$ cat src/rtl/branch_tracker_pkg.sv
// Shared types and defaults for the branch resolve tracker: one queue entry
// holds the fetched branch PC and the direction the predictor returned for it.
package branch_tracker_pkg;

    localparam int BT_DEPTH = 4;
    localparam int BT_PC_W  = 32;

    typedef struct packed {
        logic [BT_PC_W-1:0] pc;
        logic               taken;
    } br_entry_t;

endpackage

$ cat src/rtl/branch_tracker_queue.sv
// In-order circular buffer of predicted branches; push/pop take effect at the edge,
// clear wins over both. Head entry and count are visible the cycle after any change.
module branch_tracker_queue
    import branch_tracker_pkg::*;
#(
    parameter int DEPTH = BT_DEPTH
) (
    input  logic                     clk,
    input  logic                     reset,
    input  logic                     push_i,
    input  br_entry_t                push_dat_i,
    input  logic                     pop_i,
    input  logic                     clear_i,
    output br_entry_t                head_dat_o,
    output logic [$clog2(DEPTH):0]   count_o
);

    localparam int AW = $clog2(DEPTH);

    br_entry_t       mem_q [DEPTH];
    logic [AW-1:0]   head_q, head_d;
    logic [AW-1:0]   tail_q, tail_d;
    logic [AW:0]     count_q, count_d;

    // Pointers wrap naturally because DEPTH is a power of two.
    always_comb begin
        head_d  = head_q;
        tail_d  = tail_q;
        count_d = count_q;
        if (clear_i) begin
            head_d  = '0;
            tail_d  = '0;
            count_d = '0;
        end else begin
            if (push_i) tail_d = tail_q + 1'b1;
            if (pop_i)  head_d = head_q + 1'b1;
            case ({push_i, pop_i})
                2'b10:   count_d = count_q + 1'b1;
                2'b01:   count_d = count_q - 1'b1;
                default: count_d = count_q;
            endcase
        end
    end

    always_ff @(posedge clk) begin
        if (reset) begin
            head_q  <= '0;
            tail_q  <= '0;
            count_q <= '0;
        end else begin
            head_q  <= head_d;
            tail_q  <= tail_d;
            count_q <= count_d;
        end
    end

    always_ff @(posedge clk) begin
        if (push_i && !clear_i) mem_q[tail_q] <= push_dat_i;
    end

    assign head_dat_o = mem_q[head_q];
    assign count_o    = count_q;

endmodule

$ cat src/rtl/branch_resolve_tracker.sv
// Tracks in-flight predicted branches and trains the predictor as they resolve (1-cycle latency);
// pred_rdy drops when full, resolve_rdy drops when empty, and a mispredict flushes younger entries.
module branch_resolve_tracker
    import branch_tracker_pkg::*;
#(
    parameter int DEPTH = BT_DEPTH,
    parameter int PC_W  = BT_PC_W
) (
    input  logic                   clk,
    input  logic                   reset,
    input  logic                   pred_val,
    output logic                   pred_rdy,
    input  logic [PC_W-1:0]        pred_pc,
    input  logic                   pred_taken,
    input  logic                   resolve_val,
    output logic                   resolve_rdy,
    input  logic                   resolve_taken,
    output logic                   update_en,
    output logic                   update_val,
    output logic [PC_W-1:0]        update_pc,
    output logic                   mispredict,
    output logic [$clog2(DEPTH):0] num_inflight,
    output logic [31:0]            num_branches,
    output logic [31:0]            num_mispred
);

    localparam int CW = $clog2(DEPTH) + 1;

    br_entry_t         head_ent;
    br_entry_t         push_ent;
    logic [CW-1:0]     count;
    logic              enq_fire, res_fire, mis_fire;

    logic              update_en_q, update_val_q, mispredict_q;
    logic [PC_W-1:0]   update_pc_q;
    logic [31:0]       num_branches_q, num_mispred_q;

    assign pred_rdy    = (count != CW'(DEPTH));
    assign resolve_rdy = (count != '0);
    assign enq_fire    = pred_val && pred_rdy;
    assign res_fire    = resolve_val && resolve_rdy;
    assign mis_fire    = res_fire && (head_ent.taken != resolve_taken);

    assign push_ent.pc    = pred_pc;
    assign push_ent.taken = pred_taken;

    // A push alongside a mispredict is wrong-path work and is dropped by the flush.
    branch_tracker_queue #(.DEPTH(DEPTH)) u_queue (
        .clk        (clk),
        .reset      (reset),
        .push_i     (enq_fire && !mis_fire),
        .push_dat_i (push_ent),
        .pop_i      (res_fire),
        .clear_i    (mis_fire),
        .head_dat_o (head_ent),
        .count_o    (count)
    );

    always_ff @(posedge clk) begin
        if (reset) begin
            update_en_q    <= 1'b0;
            update_val_q   <= 1'b0;
            update_pc_q    <= '0;
            mispredict_q   <= 1'b0;
            num_branches_q <= '0;
            num_mispred_q  <= '0;
        end else begin
            update_en_q  <= res_fire;
            mispredict_q <= mis_fire;
            if (res_fire) begin
                update_val_q   <= resolve_taken;
                update_pc_q    <= head_ent.pc;
                num_branches_q <= num_branches_q + 32'd1;
            end
            if (mis_fire) num_mispred_q <= num_mispred_q + 32'd1;
        end
    end

    assign update_en    = update_en_q;
    assign update_val   = update_val_q;
    assign update_pc    = update_pc_q;
    assign mispredict   = mispredict_q;
    assign num_inflight = count;
    assign num_branches = num_branches_q;
    assign num_mispred  = num_mispred_q;

endmodule
$ cat config.mk
export PLATFORM = sky130hd
export DESIGN_NAME = branch_resolve_tracker
export DESIGN_NICKNAME = d
export VERILOG_FILES = /design/src/rtl/branch_tracker_pkg.sv /design/src/rtl/branch_tracker_queue.sv /design/src/rtl/branch_resolve_tracker.sv
export SDC_FILE = /design/constraint.sdc
export NUM_CORES = 1
export LEC_CHECK = 0
export ABC_AREA = 0
export CAP_MARGIN = 20
export CORE_UTILIZATION = 30
export CTS_CLUSTER_SIZE = 25
export DETAILED_ROUTE_END_ITERATION = 8
export HOLD_SLACK_MARGIN = 0.03
export SYNTH_ARGS = -nofsm -noshare
export SYNTH_HDL_FRONTEND = slang
export SYNTH_SLANG_ARGS = --single-unit
$ cat constraint.sdc
create_clock -name clk -period 3.8 [get_ports clk]
set_clock_uncertainty 0.15 [all_clocks]
set_input_delay 1.14 -clock clk [delete_from_list [all_inputs] [get_ports clk]]
set_output_delay 1.14 -clock clk [all_outputs]
set_load 0.03 [all_outputs]
==> results of run 1 <==
per-layer routing:
layer / vias up / track usage [%]
met1: 3086 / 19.2
met2: 156 / 21.6
met3: 28 / 2.50
li1: 3016 / -
met5: - / 0
met4: 0 / 3.47
state kept, by name (all words and copies together) (netlist names), 2 cells and up, named ones only:
signal,cells
u_queue.head_q,2
u_queue.mem_q,132
num_mispred,32
num_branches,32
u_queue.tail_q,2
u_queue.count_o,3
update_pc,32
tightest hold or removal path, delay by kind of cell (launching register included):
family	cells	cell delay [ns]
flops	1	0.31
simple gates	1	0.05
compound gates	1	0.05
power by group:
| part | switching [mW] | leakage, nW | internal (mW) |
|---|---|---|---|
| Combinational | 1.03 | 1.45 | 0.794 |
| Sequential | 0.170 | 2.08 | 3.12 |
| Clock | 1.03 | 0.406 | 1.44 |
worst min-delay path by stage:
| stage | startpoint | endpoint | slack [ns] | cells after the start |
|---|---|---|---|---|
| after global placement | update_pc[0] | update_pc[0] | 0.29 | 2 |
| after floorplan | u_queue.head_q[1] | flip-flop | 0.38 | 2 |
| after detailed placement | update_pc[29] | update_pc[29] | 0.30 | 2 |
| final | update_pc[29] | update_pc[29] | 0.30 | 2 |
| after CTS | update_pc[29] | update_pc[29] | 0.30 | 2 |
| after global routing | update_pc[5] | update_pc[5] | 0.33 | 2 |
cell usage after synthesis, types with 5 or more instances:
cell type / instances
dfxtp_1: 108
nand2_1: 94
or4_1: 8
xor2_1: 28
xnor2_1: 14
edfxtp_1: 132
inv_1: 14
o31ai_1: 9
a21oi_1: 61
nand4_1: 19
nor4_1: 6
or3_1: 11
nor3_1: 15
and4_1: 5
clkbuf_1: 32
and3_1: 12
o21ai_0: 13
ha_1: 7
nand3_1: 26
nor2_1: 46
mux4_2: 32
cells in the final DEF (no fill, tap or decap), types with 5 or more instances in the layout:
cell | synthesis | final
and3_1 | 12 | 8
or4_1 | 8 | 8
dfxtp_1 | 108 | 106
nor2_1 | 46 | 46
clkbuf_16 | 0 | 26
o31ai_1 | 9 | 9
and4_1 | 5 | 5
ha_1 | 7 | 7
xor2_1 | 28 | 28
clkbuf_1 | 32 | 9
inv_1 | 14 | 13
xnor2_1 | 14 | 14
nand3_1 | 26 | 26
edfxtp_1 | 132 | 132
clkbuf_8 | 0 | 5
nand4_1 | 19 | 19
o21ai_0 | 13 | 13
clkdlybuf4s50_1 | 0 | 140
nand2_1 | 94 | 94
nor4_1 | 6 | 6
mux4_2 | 32 | 32
buf_12 | 0 | 5
a21oi_1 | 61 | 61
or3_1 | 11 | 11
buf_4 | 1 | 23
nor3_1 | 15 | 15
cell type report:
class | count | area share (%)
clock buffers | 40 | 6.13
well taps | 396 | 4.03
flip-flops and latches | 240 | 49.9
inverters | 14 | 0.427
clock inverters | 8 | 0.763
repair buffers | 168 | 13.6
multi-input cells | 442 | 25.2
through the flow:
step | TNS (ns) | setup slack, ns | util, % | area (um^2)
final | 0 | 0.438 | 40.0 | 12300
after floorplan | 0 | 0.215 | - | 9420
after CTS | 0 | 0.398 | 40.0 | 12300
after global placement | -0.0725 | -0.0725 | 37.2 | 11400
after global routing | 0 | 0.328 | 40.0 | 12300
after detailed placement | -0.0950 | -0.0950 | 37.2 | 11400
cell families after synthesis:
kind of cell	Yosys count	share of synthesized area [%]
and+or+nand+nor	267	14.3
buffers and inverters	52	2.23
muxes	38	8.36
AOI/OAI and AO/OA	87	5.01
adders and majority gates	8	1.14
DFF	240	65.0
xor gates and xnor gates	42	3.91
==> flow_summary.html, run 1 <==
<table>
<tr><th>Metric</th><th>Value</th></tr>
<tr><th colspan="2">Status</th></tr>
<tr><td>Status</td><td>finished, violations left</td></tr>
<tr><td>Violated checks</td><td>DRC</td></tr>
<tr><th colspan="2">Drt</th></tr>
<tr><td>Average wire per cell in the routed design</td><td>approximately 16 um</td></tr>
<tr><td>Highest metal used</td><td>met4</td></tr>
<tr><td>Routed via count</td><td>about 6,300</td></tr>
<tr><td>Post-detailed-route count of antenna-violating nets</td><td>0</td></tr>
<tr><td>Met2 wire length</td><td>approximately 9600 um</td></tr>
<tr><td>DRC violations left</td><td>24</td></tr>
<tr><td>Detail-routed via count per cell</td><td>4.81</td></tr>
<tr><td>Iteration count of the initial detailed-routing pass</td><td>8</td></tr>
<tr><td>Met3 WL post-DR</td><td>1170 um</td></tr>
<tr><td>Routed WL</td><td>about 22,000 um</td></tr>
<tr><td>Post-route met1 wirelength</td><td>10,400 um</td></tr>
<tr><td>Iteration-0 DRC Markers</td><td>between 400 and 500</td></tr>
<tr><th colspan="2">Logic synthesis</th></tr>
<tr><td>Synthesized area divided by synthesized cell count</td><td>~13 um^2</td></tr>
<tr><td>Share of the synthesized area in the top cell type</td><td>between 40 and 50%</td></tr>
<tr><td>Most used flip-flop cell after synthesis</td><td>edfxtp_1</td></tr>
<tr><td>Number of enable-type register cells in the synthesized netlist</td><td>132</td></tr>
<tr><td>Yosys warnings</td><td>0</td></tr>
<tr><td>Sequential element share of the synthesized area</td><td>~65%</td></tr>
<tr><td>Number of instances in the synthesized netlist</td><td>between 700 and 800</td></tr>
<tr><td>Unique cell type count in the Yosys netlist</td><td>44</td></tr>
<tr><td>Library cell occupying the most area in the post-synthesis netlist</td><td>edfxtp_1</td></tr>
<tr><td>Nets in the synthesized netlist</td><td>slightly below 800</td></tr>
<tr><td>Async set-reset flop share out of synthesis</td><td>0%</td></tr>
<tr><td>Cell types with the largest area share after synthesis</td><td>edfxtp_1, dfxtp_1, mux4_2</td></tr>
<tr><td>Number of register bits inferred by synthesis</td><td>between 200 and 250</td></tr>
<tr><td>Cell area after synthesis</td><td>0.00942 mm^2</td></tr>
<tr><th colspan="2">Clocking</th></tr>
<tr><td>Root Buffer Master</td><td>clkbuf_16</td></tr>
<tr><td>Clock slew at the register clock pins of the worst setup and hold paths</td><td>roughly 0.060 ns</td></tr>
<tr><td>Post-CTS Setup Bufs</td><td>0</td></tr>
<tr><td>Total clock buffers created by CTS</td><td>26</td></tr>
<tr><td>Max clock buf depth</td><td>3</td></tr>
<tr><td>CTS-repair resized insts</td><td>0</td></tr>
<tr><td>Insertion delay of the later-clocked pin in the worst-skew pair</td><td>between 0.5 and 0.6 ns</td></tr>
<tr><td>Sink count of the clock tree</td><td>240</td></tr>
<tr><td>Number of buffers added to fix hold violations after cts</td><td>0</td></tr>
<tr><td>TritonCTS clock tree</td><td>done</td></tr>
<tr><td>CTS HTree Levels</td><td>1</td></tr>
<tr><th colspan="2">Floorplanning</th></tr>
<tr><td>Die Span X</td><td>approximately 180 um</td></tr>
<tr><td>Placement Rows</td><td>64</td></tr>
<tr><td>Die outline area</td><td>0.0321 mm^2</td></tr>
<tr><td>Initial core utilization</td><td>30.6%</td></tr>
<tr><td>Floorplan core area</td><td>between 0.03 and 0.04 mm^2</td></tr>
<tr><td>Count of boundary I/O pins</td><td>about 140</td></tr>
<tr><td>Vertical extent of the die</td><td>approximately 180 um</td></tr>
<tr><th colspan="2">Timing</th></tr>
<tr><td>Number of endpoints with negative hold slack in the final report</td><td>0</td></tr>
<tr><td>Worst Max-Slew Pin Slew</td><td>about 0.75 ns</td></tr>
<tr><td>Final critical-path share of the clock period</td><td>between 80% and 90%</td></tr>
<tr><td>Finish-stage setup viols</td><td>0</td></tr>
<tr><td>Unrepaired setup endpoints after global routing</td><td>no</td></tr>
<tr><td>Min Hold Slack</td><td>about 0.3 ns</td></tr>
<tr><td>Maximum clock frequency</td><td>just under 0.3 GHz</td></tr>
<tr><td>Max-slew violations</td><td>0</td></tr>
<tr><td>Normalized max-slew margin</td><td>49.4%</td></tr>
<tr><td>Post-route minimum period</td><td>approximately 3.4 ns</td></tr>
<tr><th colspan="2">Power</th></tr>
<tr><td>Total power</td><td>7.58 mW</td></tr>
<tr><td>Peak VDD IR</td><td>roughly 380 uV</td></tr>
<tr><td>LEAKAGE</td><td>3.94 nW</td></tr>
<tr><td>Power per cell area</td><td>617 mW/mm^2</td></tr>
<tr><th colspan="2">Global route</th></tr>
<tr><td>Total gr overflow</td><td>0</td></tr>
<tr><td>Antenna violations before repair</td><td>0</td></tr>
<tr><td>Number of global-route vias before repair</td><td>6,187</td></tr>
<tr><td>Largest net degree at the start of global routing</td><td>between 50 and 60</td></tr>
<tr><td>Global-route usage over all layers</td><td>13.7%</td></tr>
<tr><td>Global-route wire length before repair</td><td>between 30,000 and 40,000 um</td></tr>
<tr><th colspan="2">Job</th></tr>
<tr><td>Number of violations of the max-capacitance limit</td><td>0</td></tr>
<tr><th colspan="2">Setup path</th></tr>
<tr><td>Buffer and inverter count on the worst path</td><td>2</td></tr>
<tr><td>Maximum fanout count along the critical path</td><td>5</td></tr>
<tr><td>Crit path max-delay cell type</td><td>clkdlybuf4s50_1</td></tr>
<tr><td>R2r worst-path depth</td><td>12</td></tr>
<tr><td>Number of logic stages on the critical path including buffering</td><td>3</td></tr>
<tr><td>Worst endpoint required time</td><td>around 2.5 ns</td></tr>
<tr><td>Capture point of the worst reg-to-reg path</td><td>u_queue.count_o[2]</td></tr>
<tr><td>Path type of the worst setup path</td><td>flip-flop to output pin</td></tr>
<tr><td>Launch point of the critical path</td><td>u_queue.count_o[2]</td></tr>
<tr><td>Cell-by-cell trace of the critical path</td><td>nor3_1, inv_1, clkdlybuf4s50_1</td></tr>
<tr><td>Highest cell delay on the worst timing path</td><td>around 0.60 ns</td></tr>
<tr><td>Register-to-register setup slack</td><td>1.05 ns</td></tr>
<tr><td>Worst setup path endpoint</td><td>resolve_rdy</td></tr>
<tr><td>Setup crit end kind</td><td>output pin</td></tr>
<tr><td>Cell type group with the largest total delay on the critical path</td><td>buffers and inverters</td></tr>
<tr><td>Data arrival time of the critical path</td><td>a little over 2 ns</td></tr>
<tr><td>Worst Setup Start Kind</td><td>flip-flop</td></tr>
<tr><th colspan="2">Place</th></tr>
<tr><td>Count of buffers from port buffering</td><td>141</td></tr>
<tr><td>Final weighted congestion in routability-driven placement</td><td>about 0.75</td></tr>
<tr><td>Placed Instances</td><td>between 1,000 and 1,500</td></tr>
<tr><td>Half-perimeter wire length after placement</td><td>around 14,000 um</td></tr>
<tr><th colspan="2">Final layout</th></tr>
<tr><td>Area of combinational cells with multiple inputs</td><td>between 0.003 and 0.004 mm^2</td></tr>
<tr><td>Final non-filler cell total</td><td>between 1,000 and 1,500</td></tr>
<tr><td>Share of final-layout standard cells stronger than drive strength 1</td><td>12.7%</td></tr>
<tr><td>Final net count</td><td>938</td></tr>
<tr><td>Ant. Diodes</td><td>0</td></tr>
<tr><td>Filler instances</td><td>~2,900</td></tr>
<tr><td>Footprint of the flip-flops and latches</td><td>about 0.0061 mm^2</td></tr>
<tr><td>Synthesis-to-finish area growth</td><td>30.5%</td></tr>
<tr><th colspan="2">Min path</th></tr>
<tr><td>Classification of the worst-slack hold path</td><td>flip-flop to flip-flop</td></tr>
</table>
No activity file was read; power rests on OpenSTA's default activity.
==> inputs of run 2 (changes only) <==
--- a/config.mk
+++ b/config.mk
@@ -10,7 +10,7 @@
 export CORE_UTILIZATION = 30
 export CTS_CLUSTER_SIZE = 25
 export DETAILED_ROUTE_END_ITERATION = 8
-export HOLD_SLACK_MARGIN = 0.03
+export HOLD_SLACK_MARGIN = 0.1
 export SYNTH_ARGS = -nofsm -noshare
 export SYNTH_HDL_FRONTEND = slang
 export SYNTH_SLANG_ARGS = --single-unit
==> results of run 2 <==
Same layout as run 1: the final DEF is identical, and so are final timing and power.
